==> config.mk <==
export PLATFORM = sky130hd
export DESIGN_NAME = div_seq_ctrl
export DESIGN_NICKNAME = d
export VERILOG_FILES = /design/src/rtl/div_seq_ctrl.sv
export SDC_FILE = /design/constraint.sdc
export NUM_CORES = 1
export LEC_CHECK = 0
export ABC_AREA = 1
export BUFFER_PORTS_ARGS = -buffer_cell sky130_fd_sc_hd__buf_2
export CAP_MARGIN = 20
export CORE_AREA = 2 2 120 122
export DETAILED_ROUTE_END_ITERATION = 8
export DIE_AREA = 0 0 122 124
export PLACE_DENSITY = 0.72
export SYNTH_ARGS = -nofsm -noshare
export SYNTH_HDL_FRONTEND = slang
export SYNTH_SLANG_ARGS = --single-unit
==> constraint.sdc <==
create_clock -name clk -period 1.39 [get_ports clk]
set_clock_uncertainty 0.2 [all_clocks]
set_input_delay 0.139 -clock clk [delete_from_list [all_inputs] [get_ports clk]]
set_output_delay 0.139 -clock clk [all_outputs]
set_load 0.02 [all_outputs]
==> src/rtl/div_seq_ctrl.sv <==
// Sequencing controller for the EXE-stage divider IPs: latches operands, runs the
// AXI-Stream input handshakes, captures quotient/remainder and drains on flush.
module div_seq_ctrl #(
  parameter int XLEN = 32
) (
  input  logic              clk,
  input  logic              resetn,
  input  logic              req_valid,
  input  logic [1:0]        req_op,
  input  logic [XLEN-1:0]   req_src1,
  input  logic [XLEN-1:0]   req_src2,
  output logic              req_ready,
  input  logic              flush,
  output logic              res_valid,
  output logic [XLEN-1:0]   res_data,
  input  logic              res_ack,
  output logic [XLEN-1:0]   div_dividend_tdata,
  output logic [XLEN-1:0]   div_divisor_tdata,
  output logic              sdiv_dividend_tvalid,
  output logic              sdiv_divisor_tvalid,
  input  logic              sdiv_dividend_tready,
  input  logic              sdiv_divisor_tready,
  input  logic              sdiv_dout_tvalid,
  input  logic [2*XLEN-1:0] sdiv_dout_tdata,
  output logic              udiv_dividend_tvalid,
  output logic              udiv_divisor_tvalid,
  input  logic              udiv_dividend_tready,
  input  logic              udiv_divisor_tready,
  input  logic              udiv_dout_tvalid,
  input  logic [2*XLEN-1:0] udiv_dout_tdata
);

  typedef enum logic [2:0] {
    ST_IDLE  = 3'd0,
    ST_SEND  = 3'd1,
    ST_WAIT  = 3'd2,
    ST_DONE  = 3'd3,
    ST_DRAIN = 3'd4
  } state_t;

  state_t            state_r;
  logic              is_unsigned_r;
  logic              is_mod_r;
  logic              dvd_sent_r;
  logic              dvs_sent_r;
  logic              flush_pend_r;
  logic              req_ready_r;
  logic              res_valid_r;
  logic [XLEN-1:0]   res_data_r;
  logic [XLEN-1:0]   dividend_r;
  logic [XLEN-1:0]   divisor_r;
  logic              s_dvd_tvalid_r;
  logic              s_dvs_tvalid_r;
  logic              u_dvd_tvalid_r;
  logic              u_dvs_tvalid_r;

  logic              dvd_hs_s;
  logic              dvs_hs_s;
  logic              dvd_done_s;
  logic              dvs_done_s;
  logic              dout_tvalid_s;
  logic [2*XLEN-1:0] dout_tdata_s;
  logic [XLEN-1:0]   dout_sel_s;

  // Only the IP picked by the latched signedness is ever looked at; the other is ignored.
  assign dvd_hs_s      = is_unsigned_r ? (u_dvd_tvalid_r & udiv_dividend_tready)
                                       : (s_dvd_tvalid_r & sdiv_dividend_tready);
  assign dvs_hs_s      = is_unsigned_r ? (u_dvs_tvalid_r & udiv_divisor_tready)
                                       : (s_dvs_tvalid_r & sdiv_divisor_tready);
  assign dvd_done_s    = dvd_sent_r | dvd_hs_s;
  assign dvs_done_s    = dvs_sent_r | dvs_hs_s;
  assign dout_tvalid_s = is_unsigned_r ? udiv_dout_tvalid : sdiv_dout_tvalid;
  assign dout_tdata_s  = is_unsigned_r ? udiv_dout_tdata : sdiv_dout_tdata;
  assign dout_sel_s    = is_mod_r ? dout_tdata_s[XLEN-1:0] : dout_tdata_s[2*XLEN-1:XLEN];

  // Controller FSM with all outputs registered.
  always_ff @(posedge clk) begin
    if (!resetn) begin
      state_r        <= ST_IDLE;
      is_unsigned_r  <= 1'b0;
      is_mod_r       <= 1'b0;
      dvd_sent_r     <= 1'b0;
      dvs_sent_r     <= 1'b0;
      flush_pend_r   <= 1'b0;
      req_ready_r    <= 1'b1;
      res_valid_r    <= 1'b0;
      res_data_r     <= {XLEN{1'b0}};
      dividend_r     <= {XLEN{1'b0}};
      divisor_r      <= {XLEN{1'b0}};
      s_dvd_tvalid_r <= 1'b0;
      s_dvs_tvalid_r <= 1'b0;
      u_dvd_tvalid_r <= 1'b0;
      u_dvs_tvalid_r <= 1'b0;
    end else begin
      case (state_r)
        ST_IDLE: begin
          if (req_valid && !flush) begin
            dividend_r     <= req_src1;
            divisor_r      <= req_src2;
            is_unsigned_r  <= req_op[1];
            is_mod_r       <= req_op[0];
            dvd_sent_r     <= 1'b0;
            dvs_sent_r     <= 1'b0;
            flush_pend_r   <= 1'b0;
            s_dvd_tvalid_r <= ~req_op[1];
            s_dvs_tvalid_r <= ~req_op[1];
            u_dvd_tvalid_r <= req_op[1];
            u_dvs_tvalid_r <= req_op[1];
            req_ready_r    <= 1'b0;
            state_r        <= ST_SEND;
          end
        end
        ST_SEND: begin
          if (dvd_hs_s) begin
            dvd_sent_r     <= 1'b1;
            s_dvd_tvalid_r <= 1'b0;
            u_dvd_tvalid_r <= 1'b0;
          end
          if (dvs_hs_s) begin
            dvs_sent_r     <= 1'b1;
            s_dvs_tvalid_r <= 1'b0;
            u_dvs_tvalid_r <= 1'b0;
          end
          // tvalid is never retracted: a flush here only diverts the finished send to DRAIN.
          if (dvd_done_s && dvs_done_s) begin
            flush_pend_r <= 1'b0;
            state_r      <= (flush_pend_r || flush) ? ST_DRAIN : ST_WAIT;
          end else if (flush) begin
            flush_pend_r <= 1'b1;
          end
        end
        ST_WAIT: begin
          if (dout_tvalid_s) begin
            if (flush) begin
              req_ready_r <= 1'b1;
              state_r     <= ST_IDLE;
            end else begin
              res_data_r  <= dout_sel_s;
              res_valid_r <= 1'b1;
              state_r     <= ST_DONE;
            end
          end else if (flush) begin
            state_r <= ST_DRAIN;
          end
        end
        ST_DONE: begin
          if (flush || res_ack) begin
            res_valid_r <= 1'b0;
            req_ready_r <= 1'b1;
            state_r     <= ST_IDLE;
          end
        end
        ST_DRAIN: begin
          if (dout_tvalid_s) begin
            req_ready_r <= 1'b1;
            state_r     <= ST_IDLE;
          end
        end
        default: begin
          s_dvd_tvalid_r <= 1'b0;
          s_dvs_tvalid_r <= 1'b0;
          u_dvd_tvalid_r <= 1'b0;
          u_dvs_tvalid_r <= 1'b0;
          flush_pend_r   <= 1'b0;
          res_valid_r    <= 1'b0;
          req_ready_r    <= 1'b1;
          state_r        <= ST_IDLE;
        end
      endcase
    end
  end

  assign req_ready            = req_ready_r;
  assign res_valid            = res_valid_r;
  assign res_data             = res_data_r;
  assign div_dividend_tdata   = dividend_r;
  assign div_divisor_tdata    = divisor_r;
  assign sdiv_dividend_tvalid = s_dvd_tvalid_r;
  assign sdiv_divisor_tvalid  = s_dvs_tvalid_r;
  assign udiv_dividend_tvalid = u_dvd_tvalid_r;
  assign udiv_divisor_tvalid  = u_dvs_tvalid_r;

endmodule

==> flow_summary.toml, run 1 <==
[floorplanning]
die-height_um = 124
core_mm2 = 0.0137
rows = 43
start_util_pct = 36.4
dieArea_mm2 = 0.0151
die_width_um = 122
ioPinCount = 307

[logic_synthesis]
post_synth.cell_area_avg_um2 = 6.89
synth_cell_types = 25
synth.area.top_cells = "dfxtp_1 (44%), nor2_1 (23%), o21ai_0 (12%)"
synth_area_mm2 = 0.00499
synth_fp_nets = 930
ys_warn_count = 0
seq_area_frac_synth_pct = 44.1
netlist.area_leader.share_pct = 44.1
netlist_instances = 725
synth_top_cell_by_area = "dfxtp_1"
ys_ff_latch = 110

[sta]
fin_ws_ns = -0.133
tns_ns = -8.84
min_period_ns = 1.52
slew_viol_final = 0
setup_viol = 110
period_share_pct = 110
fmax_ghz = 0.657
hold_viol_final = 0
tightest_slew_ns = 0.356
whs_ns = 0.00377
max-slew-margin-rel_pct = 76.2
rsz0062_at_grt = "yes"

[flow_run]
timing.max_cap.violations = 0

[route]
first_pass_iters = 4
detail_route.wl_per_cell_um = 16.2
via_count = 6811
drc_errors = 0
antenna_left = 0
totalWireLength_um = 21900
drt_iter0_drc = 343
detail_route.vias_per_cell = 5.04

[global_routing]
grt_pass1_vias = 6397
grt_max_degree = 42
grt_pass1_wl_um = 30700
antenna_found_initial = 1
grt_overflow = 0
gr-usage-all-layers_pct = 25.7

[critical_path]
path_max_fanout = 7
crit_chain = "nor2_4, nand2_2, clkinv_4, nand2_8, inv_12, clkbuf_16, nor2_1, nor2_1"
reg2reg_setup_slack_ns = -0.13
critPathArrivalTime_ns = 1.58
r2r-start = "state_r[2]"
required_ns = 1.45
end_kind = "register"
slowest_stage = "dfxtp_4"
worstReg2RegEnd = "div_divisor_tdata[2]"
worst_path_largest_cell_delay_ns = 0.40
rr_worst_depth = 8
path_class = "reg -> reg"
worst_path_most_repeated_cell = "nor2_1"
worst_setup_path_start_kind = "register"

[cells_and_area]
fin_nets = 1371
fin_area_mm2 = 0.00924
area.growth.synth_to_final_pct = 85.1
nFillCells = 1067
final_cells = 1352
drive_gt1_share_pct = 40.8

[place]
dpl_cell_area_mm2 = 0.00691
place.gp.congestion = 0.948
place_ws_ns = -0.176
hpwl_um = 12900
dp.cells = 1200
port_buffers = 306

[clock_tree]
cts_tree = "yes"
insertion_delay_ns = 0.35
htree_levels = 3
path_clk_slew_ns = 0.08
cts_max_path_buffers = 2
cts.sinks = 110
cts_buffers = 9
clockRootBuffer = "clkbuf_16"

[power_and_ir_drop]
irDropWorstVdd_mv = 0.695
p_per_area_mw_per_mm2 = 1320
leakage_nw = 4.39

[worst_hold_path]
hold_path_depth = 5
hp-start = "udiv_dout_tdata[12]"
hp-class = "in -> reg"
min_to = "res_data[12]"

[status]
violations = "setup timing"
status = "complete, but fails checks"
==> worst max-delay path: cells and delay by family, from the launching register on <==
family | cells | cell delay (ns)
AND/OR/NAND/NOR | 5 | 0.47
flip-flops | 1 | 0.40
buffers and inverters | 3 | 0.35
==> Yosys cell counts <==
master and number:
a211oi_1 1, a21oi_1 9, a31oi_1 1, buf_1 2, buf_2 12, buf_4 6, buf_6 6, clkbuf_1 25
clkbuf_2 1, clkinv_1 1, dfxtp_1 110, inv_1 14, inv_2 5, nand2_1 38, nand2_2 3, nand3_1 10
nand3_2 2, nand4_1 2, nor2_1 309, nor2_2 2, nor2_4 1, nor3_2 1, o21ai_0 124, o21ai_1 8
o32ai_1 32
==> kinds of logic (layout without fill, tap and decap cells) <==
logic type             after synthesis  in the layout  share of synthesized area, %
buffers and inverters               72            516                          7.09
AOI/OAI and AO/OA                  175            175                          20.0
and+or+nand+nor                    368            370                          28.8
DFF                                110            110                          44.1
other                                0              1                             0
==> report_power, final <==
group	switching [mW]	internal (mW)	total, mW
logic	3.13	2.56	5.68
registers	0.303	3.65	3.96
clock network	1.20	1.40	2.60
==> routing by layer <==
layer  up-vias  global-route usage, %  routed length (um)
li1       3287                      -                   -
met2       374                   45.5               11100
met4         0                   13.1                 843
met3        70                   7.01                1650
met1      3080                   28.4                8270
met5         -                      0                   0
==> stage by stage <==
stage	total power, mW	util (%)
6_report	12.2	67.4
5_1_grt	12.9	67.4
4_1_cts	11.6	64.1
3_5_place_dp	8.01	50.4
3_3_place_gp	7.98	50.4
2_1_floorplan	6.52	-
==> flip-flops by register name (all words and copies together), names as in the netlist <==
signal	cells
div_dividend_tdata	32
div_divisor_tdata	32
dvd_sent_r	1
dvs_sent_r	1
flush_pend_r	1
is_mod_r	1
is_unsigned_r	1
req_ready	1
res_data	32
res_valid	1
sdiv_dividend_tvalid	1
sdiv_divisor_tvalid	1
state_r	3
udiv_dividend_tvalid	1
udiv_divisor_tvalid	1
==> area by class of cell <==
| cell class | instances | area (um2) | share of cell area (%) |
|---|---|---|---|
| antenna | 1 | 2.50 | 0.0271 |
| timing repair buffer | 479 | 3540 | 38.3 |
| inverter | 20 | 111 | 1.20 |
| timing repair inverter | 1 | 8.76 | 0.0948 |
| multi-input combinational | 545 | 2850 | 30.8 |
| tap | 180 | 225 | 2.44 |
| clock buffer | 11 | 233 | 2.52 |
| clock inverter | 5 | 60.1 | 0.650 |
| sequential | 110 | 2210 | 23.9 |
==> layout by cell type, fill, tap and decap left out, drive strengths merged <==
cell type	netlist	final
a31oi	1	1
inv	19	19
a21oi	9	9
nand2	41	43
clkinv	1	4
o32ai	32	32
diode	0	1
clkinvlp	0	2
dlygate4sd3	0	110
buf	26	360
nor2	312	312
nand3	12	12
o21ai	132	132
a211oi	1	1
dfxtp	110	110
bufinv	0	1
nand4	2	2
clkbuf	26	20
nor3	1	1
==> worst max path at each step <==
stage	slack, ns	end	start
2_1_floorplan	-0.01	div_divisor_tdata[10]	state_r[1]
6_report	-0.13	div_divisor_tdata[2]	state_r[2]
5_1_grt	-0.23	state_r[2]	state_r[2]
3_5_place_dp	-0.18	res_data[0]	is_unsigned_r
3_3_place_gp	-0.19	res_data[0]	is_unsigned_r
4_1_cts	-0.10	div_divisor_tdata[20]	state_r[2]
==> timing repair <==
| action | in CTS | in global routing |
|---|---|---|
| hold buffers | 110 | 0 |
| hold endpoints to repair | 95 | 0 |
| resized for setup | 148 | 58 |
| pin swaps | 35 | 17 |
| buffers inserted | 10 | 1 |
| setup endpoints to repair | 110 | 110 |
| gates cloned | 4 | 11 |
(Power assumes the default switching activity.)
==> run 2, diff against run 1 <==
--- a/config.mk
+++ b/config.mk
@@ -11,7 +11,8 @@
 export CORE_AREA = 2 2 120 122
 export DETAILED_ROUTE_END_ITERATION = 8
 export DIE_AREA = 0 0 122 124
-export PLACE_DENSITY = 0.72
+export PLACE_DENSITY = 0.82
+export SLEW_MARGIN = 10
 export SYNTH_ARGS = -nofsm -noshare
 export SYNTH_HDL_FRONTEND = slang
 export SYNTH_SLANG_ARGS = --single-unit
==> flow_summary.toml, run 2 (same netlist as run 1, synthesis figures left out) <==
[global_routing]
globalRouteMet3Util_pct = 6.68
gr-usage-met2_pct = 51.3
antenna_found_initial = 0
grt_max_degree = 66
grt_busiest_layer = "met2"
gr-usage-all-layers_pct = 28.1
grt_overflow = 0
use_met1_pct = 28.3
grt_pass1_vias = 6883
grt_pass1_wl_um = 33000

[floorplanning]
core_mm2 = 0.0137
die_width_um = 122
ioPinCount = 307
rows = 43
dieArea_mm2 = 0.0151
die-height_um = 124
start_util_pct = 36.4

[route]
via_count = 7261
first_pass_iters = 5
drc_errors = 0
drt_iter0_drc = 504
totalWireLength_um = 24600
detail_route.wl_per_cell_um = 18.1
detail_route.vias_per_cell = 5.34
antenna_left = 0

[power_and_ir_drop]
irDropWorstVdd_mv = 0.593
leakage_nw = 4.47
p_per_area_mw_per_mm2 = 1300

[sta]
setup_viol = 110
whs_ns = -0.00392
fin_ws_ns = -0.228
max-slew-margin-rel_pct = 66.5
fmax_ghz = 0.618
period_share_pct = 116
hold_viol_final = 1
slew_viol_final = 0
min_period_ns = 1.62
rsz0062_at_grt = "yes"
tightest_slew_ns = 0.502

[worst_hold_path]
hold_path_depth = 5
hp-class = "in -> reg"

[critical_path]
path_class = "reg -> reg"
rr_worst_depth = 6
required_ns = 1.44
reg2reg_setup_slack_ns = -0.23
path_max_fanout = 14
worst_setup_path_start_kind = "register"
critPathArrivalTime_ns = 1.67
end_kind = "register"

[cells_and_area]
fin_area_mm2 = 0.00948
drive_gt1_share_pct = 44.5
multiInputGateArea_mm2 = 0.00303
nFillCells = 946
layout.cells.most_common = "buf_2"
regArea_mm2 = 0.00221
layout_common_cells = "buf_2 (306), nor2_1 (284), dlygate4sd3_1 (122), dfxtp_1 (105), o21ai_1 (65)"
final_util_pct = 69.1
area.growth.synth_to_final_pct = 89.9
fin_nets = 1380

[flow_run]
timing.max_cap.violations = 0

[status]
status = "complete, but fails checks"
violations = "hold timing, setup timing"

[place]
place.gp.congestion = 0.914
hpwl_um = 12600
port_buffers = 306
dpl_cell_area_mm2 = 0.00687

[clock_tree]
cts_max_path_buffers = 2
path_clk_slew_ns = 0.08
cts_tree = "yes"
insertion_delay_ns = 0.35
cts.sinks = 110
cts_buffers = 9
htree_levels = 3
clockRootBuffer = "clkbuf_16"
run 2: critical path, stage by stage, from the launching register on:
cell,delay (ns)
dfxtp_4,0.40
buf_4,0.17
buf_16,0.14
o21ai_0,0.28
o32ai_1,0.17
nor2_1,0.12
nor2_1,0.04
run 2: final cells by class:
cell class	count	area share, %
antenna	1	0.0264
clock buffer	10	2.41
clock inverter	6	0.567
inverter	20	1.21
multi-input combinational	543	31.9
sequential	110	23.3
tap	180	2.37
timing repair buffer	490	38.0
timing repair inverter	1	0.119
run 2: layer usage:
metal	part of all wire [%]	vias to the layer above
met5	0	-
met4	6.7	0
met3	7.6	150
met2	51	490
met1	34	3323
li1	-	3298
run 2: worst paths after layout:
check	startpoint	end
worst max-delay path	is_unsigned_r	res_data[14]
worst min-delay path	sdiv_dout_tdata[20]	res_data[20]
worst max register to register	is_unsigned_r	res_data[14]
worst min register to register	res_valid	res_valid
run 2: what timing repair did:
action	4_1_cts	5_1_grt
cloned	7	7
endpoints found under the hold margin	103	0
pin swaps	14	31
buffers inserted	9	3
hold buffers	122	0
resized for setup	143	135
setup endpoints to repair	108	110
run 2: power breakdown:
part	leakage [nW]	switching, mW	internal [mW]
logic	3.43	3.26	2.58
clock network	0.141	1.27	1.25
registers	0.900	0.338	3.66
total	4.47	4.87	7.50
run 2: per-stage QoR:
stage	cells	power [mW]	hold slack (ns)	TNS, ns	worst slack [ns]
finish	1361	12.4	-0.00392	-12.19	-0.228
global route	1360	12.9	0.0330	-18.71	-0.288
CTS	1352	11.5	0.00117	-5.03	-0.104
detailed placement	1198	7.98	0.181	-7.48	-0.156
global placement	1198	7.91	0.173	-5.52	-0.124
floorplan	725	6.52	0.0856	-0.291	-0.0145
